===== src/rtl/operand_pair_if.sv =====
// Handshake bundle between the byte source, the pair loader and the operand unit.
// slave  : loader side (takes bytes, presents pairs, reports level/half).
// master : environment side (drives bytes and out_ready, observes the rest).
interface operand_pair_if #(
    parameter int unsigned DATA_W = 8,
    parameter int unsigned DEPTH  = 4
);
    localparam int unsigned LVL_W = $clog2(DEPTH) + 1;

    logic [DATA_W-1:0] in_data;
    logic              in_valid;
    logic              in_ready;
    logic [DATA_W-1:0] op_a;
    logic [DATA_W-1:0] op_b;
    logic              out_valid;
    logic              out_ready;
    logic [LVL_W-1:0]  level;
    logic              half;

    modport slave (
        input  in_data, in_valid, out_ready,
        output in_ready, op_a, op_b, out_valid, level, half
    );

    modport master (
        output in_data, in_valid, out_ready,
        input  in_ready, op_a, op_b, out_valid, level, half
    );
endinterface


===== src/rtl/operand_pair_loader.sv =====
// Pairs consecutive input bytes into (A, B) operands and buffers them in a
// small show-ahead FIFO feeding the bitwise operand unit.
// Ports:
//   clk   : clock, rising edge
//   rst   : synchronous active-high reset
//   clear : synchronous flush of FIFO and any half-formed pair
//   bus   : byte input (in_data/in_valid/in_ready), pair output
//           (op_a/op_b/out_valid/out_ready), status (level, half)
module operand_pair_loader #(
    parameter int unsigned DATA_W = 8,
    parameter int unsigned DEPTH  = 4
) (
    input  logic               clk,
    input  logic               rst,
    input  logic               clear,
    operand_pair_if.slave      bus
);
    localparam int unsigned PTR_W = $clog2(DEPTH);
    localparam int unsigned CNT_W = PTR_W + 1;

    typedef struct packed {
        logic [DATA_W-1:0] a;
        logic [DATA_W-1:0] b;
    } pair_t;

    typedef enum logic {
        WAIT_A = 1'b0,
        WAIT_B = 1'b1
    } state_t;

    state_t            state;
    state_t            state_nxt;
    logic [DATA_W-1:0] a_hold;
    pair_t             mem [DEPTH];
    pair_t             head;
    logic [PTR_W-1:0]  wr_ptr;
    logic [PTR_W-1:0]  rd_ptr;
    logic [CNT_W-1:0]  count;
    logic              full;
    logic              empty;
    logic              active;
    logic              load_a;
    logic              push;
    logic              pop;

    assign full   = (count == CNT_W'(DEPTH));
    assign empty  = (count == '0);
    assign active = !rst && !clear;

    // A is always taken into the hold register; B waits for a free slot.
    // in_ready looks only at the stored count, never at out_ready.
    always_comb begin
        state_nxt    = state;
        bus.in_ready = 1'b0;
        load_a       = 1'b0;
        push         = 1'b0;
        case (state)
            WAIT_A: begin
                bus.in_ready = !clear;
                if (bus.in_valid && active) begin
                    load_a    = 1'b1;
                    state_nxt = WAIT_B;
                end
            end
            WAIT_B: begin
                bus.in_ready = !full && !clear;
                if (bus.in_valid && !full && active) begin
                    push      = 1'b1;
                    state_nxt = WAIT_A;
                end
            end
            default: state_nxt = WAIT_A;
        endcase
    end

    // Pairing state register; rst and clear both drop a pending A.
    always_ff @(posedge clk) begin
        if (rst || clear) begin
            state <= WAIT_A;
        end else begin
            state <= state_nxt;
        end
    end

    assign pop = !empty && bus.out_ready && active;

    // Hold register, pointers and explicit occupancy count.
    always_ff @(posedge clk) begin
        if (rst || clear) begin
            a_hold <= '0;
            wr_ptr <= '0;
            rd_ptr <= '0;
            count  <= '0;
        end else begin
            if (load_a) begin
                a_hold <= bus.in_data;
            end
            if (push) begin
                wr_ptr <= wr_ptr + PTR_W'(1);
            end
            if (pop) begin
                rd_ptr <= rd_ptr + PTR_W'(1);
            end
            case ({push, pop})
                2'b10:   count <= count + CNT_W'(1);
                2'b01:   count <= count - CNT_W'(1);
                default: count <= count;
            endcase
        end
    end

    // Pair storage; contents need no reset because empty masks the head.
    always_ff @(posedge clk) begin
        if (push) begin
            mem[wr_ptr] <= '{a: a_hold, b: bus.in_data};
        end
    end

    // Show-ahead head, forced to zero while empty.
    assign head          = mem[rd_ptr];
    assign bus.op_a      = empty ? '0 : head.a;
    assign bus.op_b      = empty ? '0 : head.b;
    assign bus.out_valid = !empty;
    assign bus.level     = count;
    assign bus.half      = (state == WAIT_B);

endmodule

===== src/flat_wrapper.sv =====
// flat-port wrapper written by rule: the top's interface ports become plain ports
module operand_pair_loader_flat 
#(
    parameter int unsigned DATA_W = 8,
    parameter int unsigned DEPTH  = 4
)
  (clk, rst, clear, bus_in_data, bus_in_valid, bus_out_ready, bus_in_ready, bus_op_a, bus_op_b, bus_out_valid, bus_level, bus_half);
  operand_pair_if #(.DATA_W(DATA_W), .DEPTH(DEPTH)) bus_i ();
  input  logic clk;
  input  logic rst;
  input  logic clear;
  input wire logic [$bits(bus_i.in_data)-1:0] bus_in_data;
  input wire logic [$bits(bus_i.in_valid)-1:0] bus_in_valid;
  input wire logic [$bits(bus_i.out_ready)-1:0] bus_out_ready;
  output wire logic [$bits(bus_i.in_ready)-1:0] bus_in_ready;
  output wire logic [$bits(bus_i.op_a)-1:0] bus_op_a;
  output wire logic [$bits(bus_i.op_b)-1:0] bus_op_b;
  output wire logic [$bits(bus_i.out_valid)-1:0] bus_out_valid;
  output wire logic [$bits(bus_i.level)-1:0] bus_level;
  output wire logic [$bits(bus_i.half)-1:0] bus_half;
  assign bus_i.in_data = bus_in_data;
  assign bus_i.in_valid = bus_in_valid;
  assign bus_i.out_ready = bus_out_ready;
  assign bus_in_ready = bus_i.in_ready;
  assign bus_op_a = bus_i.op_a;
  assign bus_op_b = bus_i.op_b;
  assign bus_out_valid = bus_i.out_valid;
  assign bus_level = bus_i.level;
  assign bus_half = bus_i.half;
  operand_pair_loader #(.DATA_W(DATA_W), .DEPTH(DEPTH)) u_core (.clk(clk), .rst(rst), .clear(clear), .bus(bus_i));
endmodule

===== config.mk =====
export PLATFORM = sky130hd
export DESIGN_NAME = operand_pair_loader_flat
export DESIGN_NICKNAME = d
export VERILOG_FILES = /design/src/rtl/operand_pair_if.sv /design/src/rtl/operand_pair_loader.sv /design/src/flat_wrapper.sv
export SDC_FILE = /design/constraint.sdc
export NUM_CORES = 1
export LEC_CHECK = 0
export ABC_AREA = 1
export CAP_MARGIN = 20
export CELL_PAD_IN_SITES_DETAIL_PLACEMENT = 0
export CELL_PAD_IN_SITES_GLOBAL_PLACEMENT = 1
export CORE_MARGIN = 8
export CORE_UTILIZATION = 44
export CTS_CLUSTER_DIAMETER = 80
export DETAILED_ROUTE_END_ITERATION = 12
export PLACE_DENSITY_LB_ADDON = 0.25
export SLEW_MARGIN = 20
export SYNTH_ARGS = -nofsm -noshare
export SYNTH_HDL_FRONTEND = slang
export SYNTH_SLANG_ARGS = --single-unit

===== constraint.sdc =====
create_clock -name clk -period 2.5 [get_ports clk]
set_input_delay 0.625 -clock clk [delete_from_list [all_inputs] [get_ports clk]]
set_output_delay 0.625 -clock clk [all_outputs]
set_load 0.01 [all_outputs]

==> results of run 1 <==
## critical path, delay by kind of cell
family	cells	cell delay, ps
compound gates	1	60
buf+inv	4	1060
## routing by layer
metal,track usage [%],share of wire [%]
met2,23.1,50
met4,5.58,1.7
met5,0,0
met3,3.04,4.0
met1,15.0,45
## logic make-up after synthesis
| kind of cell | count (synthesis) | synth area share [%] |
|---|---|---|
| AO/OA/AOI/OAI | 64 | 9.42 |
| adder cells (fa/ha/maj) | 6 | 2.43 |
| buffers and inverters | 48 | 6.40 |
| flip-flops | 82 | 67.1 |
| AND/OR/NAND/NOR | 111 | 14.6 |
## through the flow
step	TNS, ps	setup WS [ps]	instances	power [W]
floorplan	0	380	311	0.00154
global placement	-106	-106	453	0.00158
detailed placement	-168	-168	453	0.00159
CTS	0	88.1	472	0.00255
global route	0	10.1	472	0.00263
finish	0	126	472	0.00254
## layout by cell type, fill, tap and decap left out, types with 2 or more instances in the layout
| master | count |
|---|---|
| edfxtp_1 | 64 |
| inv_1 | 32 |
| bufinv_16 | 2 |
| nor2_2 | 4 |
| nand3_2 | 2 |
| ha_1 | 5 |
| clkbuf_1 | 3 |
| inv_2 | 2 |
| nand3_1 | 13 |
| clkbuf_8 | 9 |
| a21oi_1 | 19 |
| buf_12 | 5 |
| dfxtp_1 | 18 |
| nor2_1 | 75 |
| o21ai_1 | 11 |
| clkinv_1 | 2 |
| buf_4 | 17 |
| clkdlybuf4s50_1 | 18 |
| nand2_1 | 12 |
| o21ai_0 | 34 |
| dlygate4sd2_1 | 16 |
## synthesized netlist by cell type
library cell  instances  area share (%)
a21oi_1              19             2.8
buf_2                 3            0.44
buf_4                 6             1.3
buf_6                 1            0.33
clkbuf_2              3            0.44
dfxtp_1              18              11
edfxtp_1             64              57
fa_1                  1            0.59
ha_1                  5             1.8
inv_1                33             3.6
inv_2                 2            0.22
nand2_1              12             1.3
nand3_1              13             1.9
nand3_2               2            0.59
nand3_4               1            0.52
nand4_1               1            0.18
nor2_1               75             8.3
nor2_2                4            0.74
nor2_4                1            0.33
nor2_8                1            0.59
o21ai_0              35             5.2
o21ai_1              10             1.5
or2_2                 1            0.18
## final cells by class
| cell class | count | area [um2] |
|---|---|---|
| timing repair buffer | 56 | 548 |
| sequential | 82 | 2280 |
| clock buffer | 12 | 135 |
| clock inverter | 4 | 67.6 |
| tap | 102 | 128 |
| fill | 671 | 3410 |
| multi-input combinational | 181 | 901 |
| inverter | 35 | 135 |
## sequential cells by signal, summed over array words and instances, names as in the netlist, named ones only
register          cells
u_core.rd_ptr         2
u_core.a_hold         8
u_core.wr_ptr         2
u_core.bus.half       1
u_core.bus.level      3
u_core.mem           64
## final timing paths
path | depth (start not counted) | end | slack [ps] | from
worst max register to register | 14 | u_core.bus.level[2] | 440 | u_core.bus.level[0]
worst min-delay path | 2 | u_core.rd_ptr[1] | 500 | u_core.rd_ptr[1]
worst min register to register | 2 | u_core.rd_ptr[1] | 500 | u_core.rd_ptr[1]
worst max-delay path | 5 | bus_in_ready | 130 | clear
## power by group through the flow
stage	combinational, W	sequential [W]	clock, W
after floorplan	0.0000296	0.00151	0
after global placement	0.0000765	0.00151	0
after detailed placement	0.0000776	0.00151	0
after CTS	0.0000780	0.00148	0.000999
after global routing	0.0000856	0.00148	0.00106
final	0.0000766	0.00148	0.000982
## what timing repair did
| item | CTS | global route |
|---|---|---|
| hold buffers | 0 | 0 |
| gates resized for setup | 17 | 1 |
| endpoints found under the setup margin | 16 | 1 |
| buffers inserted | 3 | 0 |
| hold endpoints to repair | 0 | 0 |
| pin swaps | 0 | 0 |
==> reports/metrics.yaml, run 1 <==
status: "completed"
insertion_delay_ps: 340
hpwl_um: 4250
nNetsFinal: 384
power_frac_comb_pct: 3.0
ant_nets: 0
cts-buffers-inserted: 9
crit_fanout: 2
ctsLongestPathBuffers: 2
period_share_pct: 95.0
port_buffers: 34
critPathSlowestCell: "clkdlybuf4s50_1"
ys_ff_latch: 82
path_cells: "clkdlybuf4s50_1, inv_1, o21ai_1, inv_1, clkdlybuf4s50_1"
synth_area_um2: 3400
pwr-share-clk_pct: 38.7
intPower_w: 0.00206
drive_gt1_share_pct: 12.4
switchingPower_w: 0.000472
design_area_um2: 4200
drv_cap: 0
yosysSeqAreaShare_pct: 67.1
die_area_um2: 10800
slew_headroom_pct: 77.1
slew_violations: 0
rsz0062_at_grt: "no"
finalSetupViolations: 0
dpl-instance-area_um2: 3990
worstSetupStartpointType: "input pin"
initial_core_util_pct: 44.7
fmax_mhz: 421
drt-total-wl_um: 6790
criticalPathCategory: "input pin to primary output"
power_density_nw_per_um2: 604
critical_path.endpoint_type: "primary output"
cts_tree: "done"
place_congestion: 0.693
drt_iter0_drc: 65
fin_skew_ps: 8.98
design.core.area_um2: 7610
synthCells: 311
slowest_delay_ps: 530
sw_frac_of_total_pct: 18.6
synth_cell_types: 23
hp-class: "flop to flop"
power_frac_seq_pct: 58.3
gr-total-overflow: 0
synth_nets: 330
post-route-drc-count: 0
routedWlPerCell_um: 14.4
worstMarginPinSlew_ps: 343
clock-sinks: 82
timing.hold.ws_ps: 502
syn_avg_cell_area_um2: 10.9
grt_pass1_wl_um: 11200
ctsHtreeMaxLevel: 3
rows: 32
grt_max_degree: 21
antenna_cells: 0
grtUsageTotal_pct: 13.2
dr.pass1.iters: 4
synth_warnings: 0
worstPathRequired_ps: 1880
die_h_um: 104
io_pins: 35
hold_viol_final: 0
die_w_um: 104
crit_arrival_ps: 1750
vias: 2262
clkTransAtPathRegs_ps: 70
vdd_drop_max_uv: 361
period_needed_ps: 2370
post_drt_via_cell_ratio: 4.79
area_delta_synth_final_pct: 23.4
ctsRootBufferMaster: "clkbuf_8"
p_leak_nw: 1.58
finish.utilization_pct: 55.2
grt_pass1_vias: 2276
antenna_found_initial: 0
(Power assumes the default switching activity.)
==> run 2, diff against run 1 <==
- PLACE_DENSITY_LB_ADDON: 0.25 -> 0.1
==> run 2 against run 1 <==
Critical path depth increased by 9. Cell count increased by 0.42%. Worst setup slack improved by 48 ps. Largest cell class unchanged.
==> reports/metrics.yaml, run 2 (synthesized netlist as in run 1, its figures left out) <==
grt_max_degree: 18  # was 21
switchingPower_w: 0.000523  # was 0.000472 W
vdd_drop_max_uv: 319  # was 361 uV
drv_cap: 0  # unchanged
fillerInstances: 681  # was 671
status: "completed"  # unchanged
drt_iter0_drc: 84  # was 65
die_w_um: 104  # unchanged
place_congestion: 0.801  # was 0.693
grt_pass1_vias: 2365  # was 2276
ctsRootBufferMaster: "clkbuf_8"  # unchanged
ant_nets: 0  # unchanged
multi_input_area_um2: 903  # was 901 um2
area_delta_synth_final_pct: 24.7  # was 23.4%
critical_path.endpoint_type: "flop"  # was primary output
fmax_mhz: 430  # was 421 MHz
io_pins: 35  # unchanged
finalSetupViolations: 0  # unchanged
ctsHoldBuffers: 0  # unchanged
period_needed_ps: 2330  # was 2370 ps
tns_ps: 0  # unchanged
pwr-share-clk_pct: 40.1  # was 38.7%
crit_arrival_ps: 2570  # was 1750 ps
worstSetupStartpointType: "input pin"  # unchanged
worstMarginPinSlew_ps: 338  # was 343 ps
drt-total-wl_um: 6830  # was 6790 um
worstPathRequired_ps: 2740  # was 1880 ps
p_total_w: 0.00260  # was 0.00254 W
rows: 32  # unchanged
place.detailed.instances: 457  # was 453
initial_core_util_pct: 44.7  # unchanged
routedWlPerCell_um: 14.4  # about the same
power_frac_seq_pct: 56.8  # was 58.3%
vias: 2252  # was 2262
dr.pass1.iters: 4  # unchanged
clkTransAtPathRegs_ps: 90  # was 70 ps
ctsLongestPathBuffers: 2  # unchanged
gr-total-overflow: 0  # unchanged
insertion_delay_ps: 350  # was 340 ps
power_frac_comb_pct: 3.1  # was 3.0%
p_leak_nw: 1.60  # was 1.58 nW
grtUsageTotal_pct: 13.6  # was 13.2%
drive_gt1_share_pct: 14.8  # was 12.4%
antenna_cells: 0  # unchanged
hold_viol_final: 0  # unchanged
power_density_nw_per_um2: 613  # was 604 nW/um2
hpwl_um: 4460  # was 4250 um
design.core.area_um2: 7610  # unchanged
port_buffers: 34  # unchanged
nNetsFinal: 386  # was 384
period_share_pct: 93.0  # was 95.0%
sw_frac_of_total_pct: 20.1  # was 18.6%
antenna_found_initial: 0  # unchanged
intPower_w: 0.00208  # was 0.00206 W
final_common_cell: "nor2_1"  # unchanged
largest_register: "u_core.mem"  # unchanged
regArea_um2: 2290  # was 2280 um2
crit_fanout: 3  # was 2
cts-buffers-inserted: 9  # unchanged
finish.utilization_pct: 55.8  # was 55.2%
cts_tree: "done"  # unchanged
criticalPathCategory: "input pin to flop"  # was input pin to primary output
ctsHtreeMaxLevel: 3  # unchanged
fin_cells: 474  # was 472
clock-sinks: 82  # unchanged
die_h_um: 104  # unchanged
post-route-drc-count: 0  # unchanged
slew_violations: 0  # unchanged
largest_reg_flops: 64  # unchanged
post_drt_via_cell_ratio: 4.75  # was 4.79
fin_skew_ps: 11.7  # was 8.98 ps
final_cell_mix: "nor2_1, edfxtp_1, o21ai_0"  # unchanged
die_area_um2: 10800  # unchanged
grt_pass1_wl_um: 11500  # was 11200 um
slew_headroom_pct: 77.4  # was 77.1%
hp-class: "flop to flop"  # unchanged
## run 2: per-stage QoR
step	setup WS, ps	instance area, um2	hold WS [ps]
finish	174	4240	508
global route	-20.0	4240	513
CTS	178	4240	497
detailed placement	-185	4010	488
global placement	-144	4010	482
floorplan	380	3400	461
## run 2: repair_timing
| item | in CTS | in global routing |
|---|---|---|
| resized for setup | 21 | 1 |
| endpoints found under the hold margin | 0 | 0 |
| endpoints found under the setup margin | 17 | 1 |
| setup buffers | 1 | 0 |
## run 2: final timing paths
path | startpoint | endpoint | slack, ps | depth (start not counted)
worst max-delay path | clear | u_core.bus.level[2] | 170 | 14
worst min-delay path | u_core.a_hold[6] | u_core.mem[3][14] | 510 | 0
worst max register to register | u_core.bus.level[0] | u_core.bus.level[2] | 430 | 14
worst min register to register | u_core.a_hold[6] | u_core.mem[3][14] | 510 | 0
## run 2: worst max-delay path: stages
cell and delay (ps):
clkdlybuf4s50_1 410, inv_1 80, nand2_1 80, nor2_2 100, nand2_1 90, inv_1 80
ha_1 150, inv_1 60, fa_1 370, or2_2 320, nand3_1 70, nand2_1 50
inv_1 50, nor2_1 40
## run 2: area by class of cell
class / count / area share, %
inverters: 35 / 3.19
clock inverters: 7 / 2.36
flip-flops and latches: 82 / 53.9
repair buffers: 58 / 13.3
well taps: 102 / 3.01
multi-input cells: 181 / 21.3
clock buffers: 9 / 2.92
## run 2: routing by layer
metal,GRT usage [%],wire length (um)
met1,14.9,2920
met5,0,0
met4,7.14,90
met3,3.97,306
met2,23.3,3510
## run 2: power by group through the flow
stage	sequential [W]	combinational (W)	clock [W]
after floorplan	0.00151	0.0000296	0
after global placement	0.00151	0.0000790	0
after detailed placement	0.00151	0.0000804	0
after CTS	0.00148	0.0000805	0.00107
after global routing	0.00148	0.0000889	0.00111
final	0.00148	0.0000795	0.00104
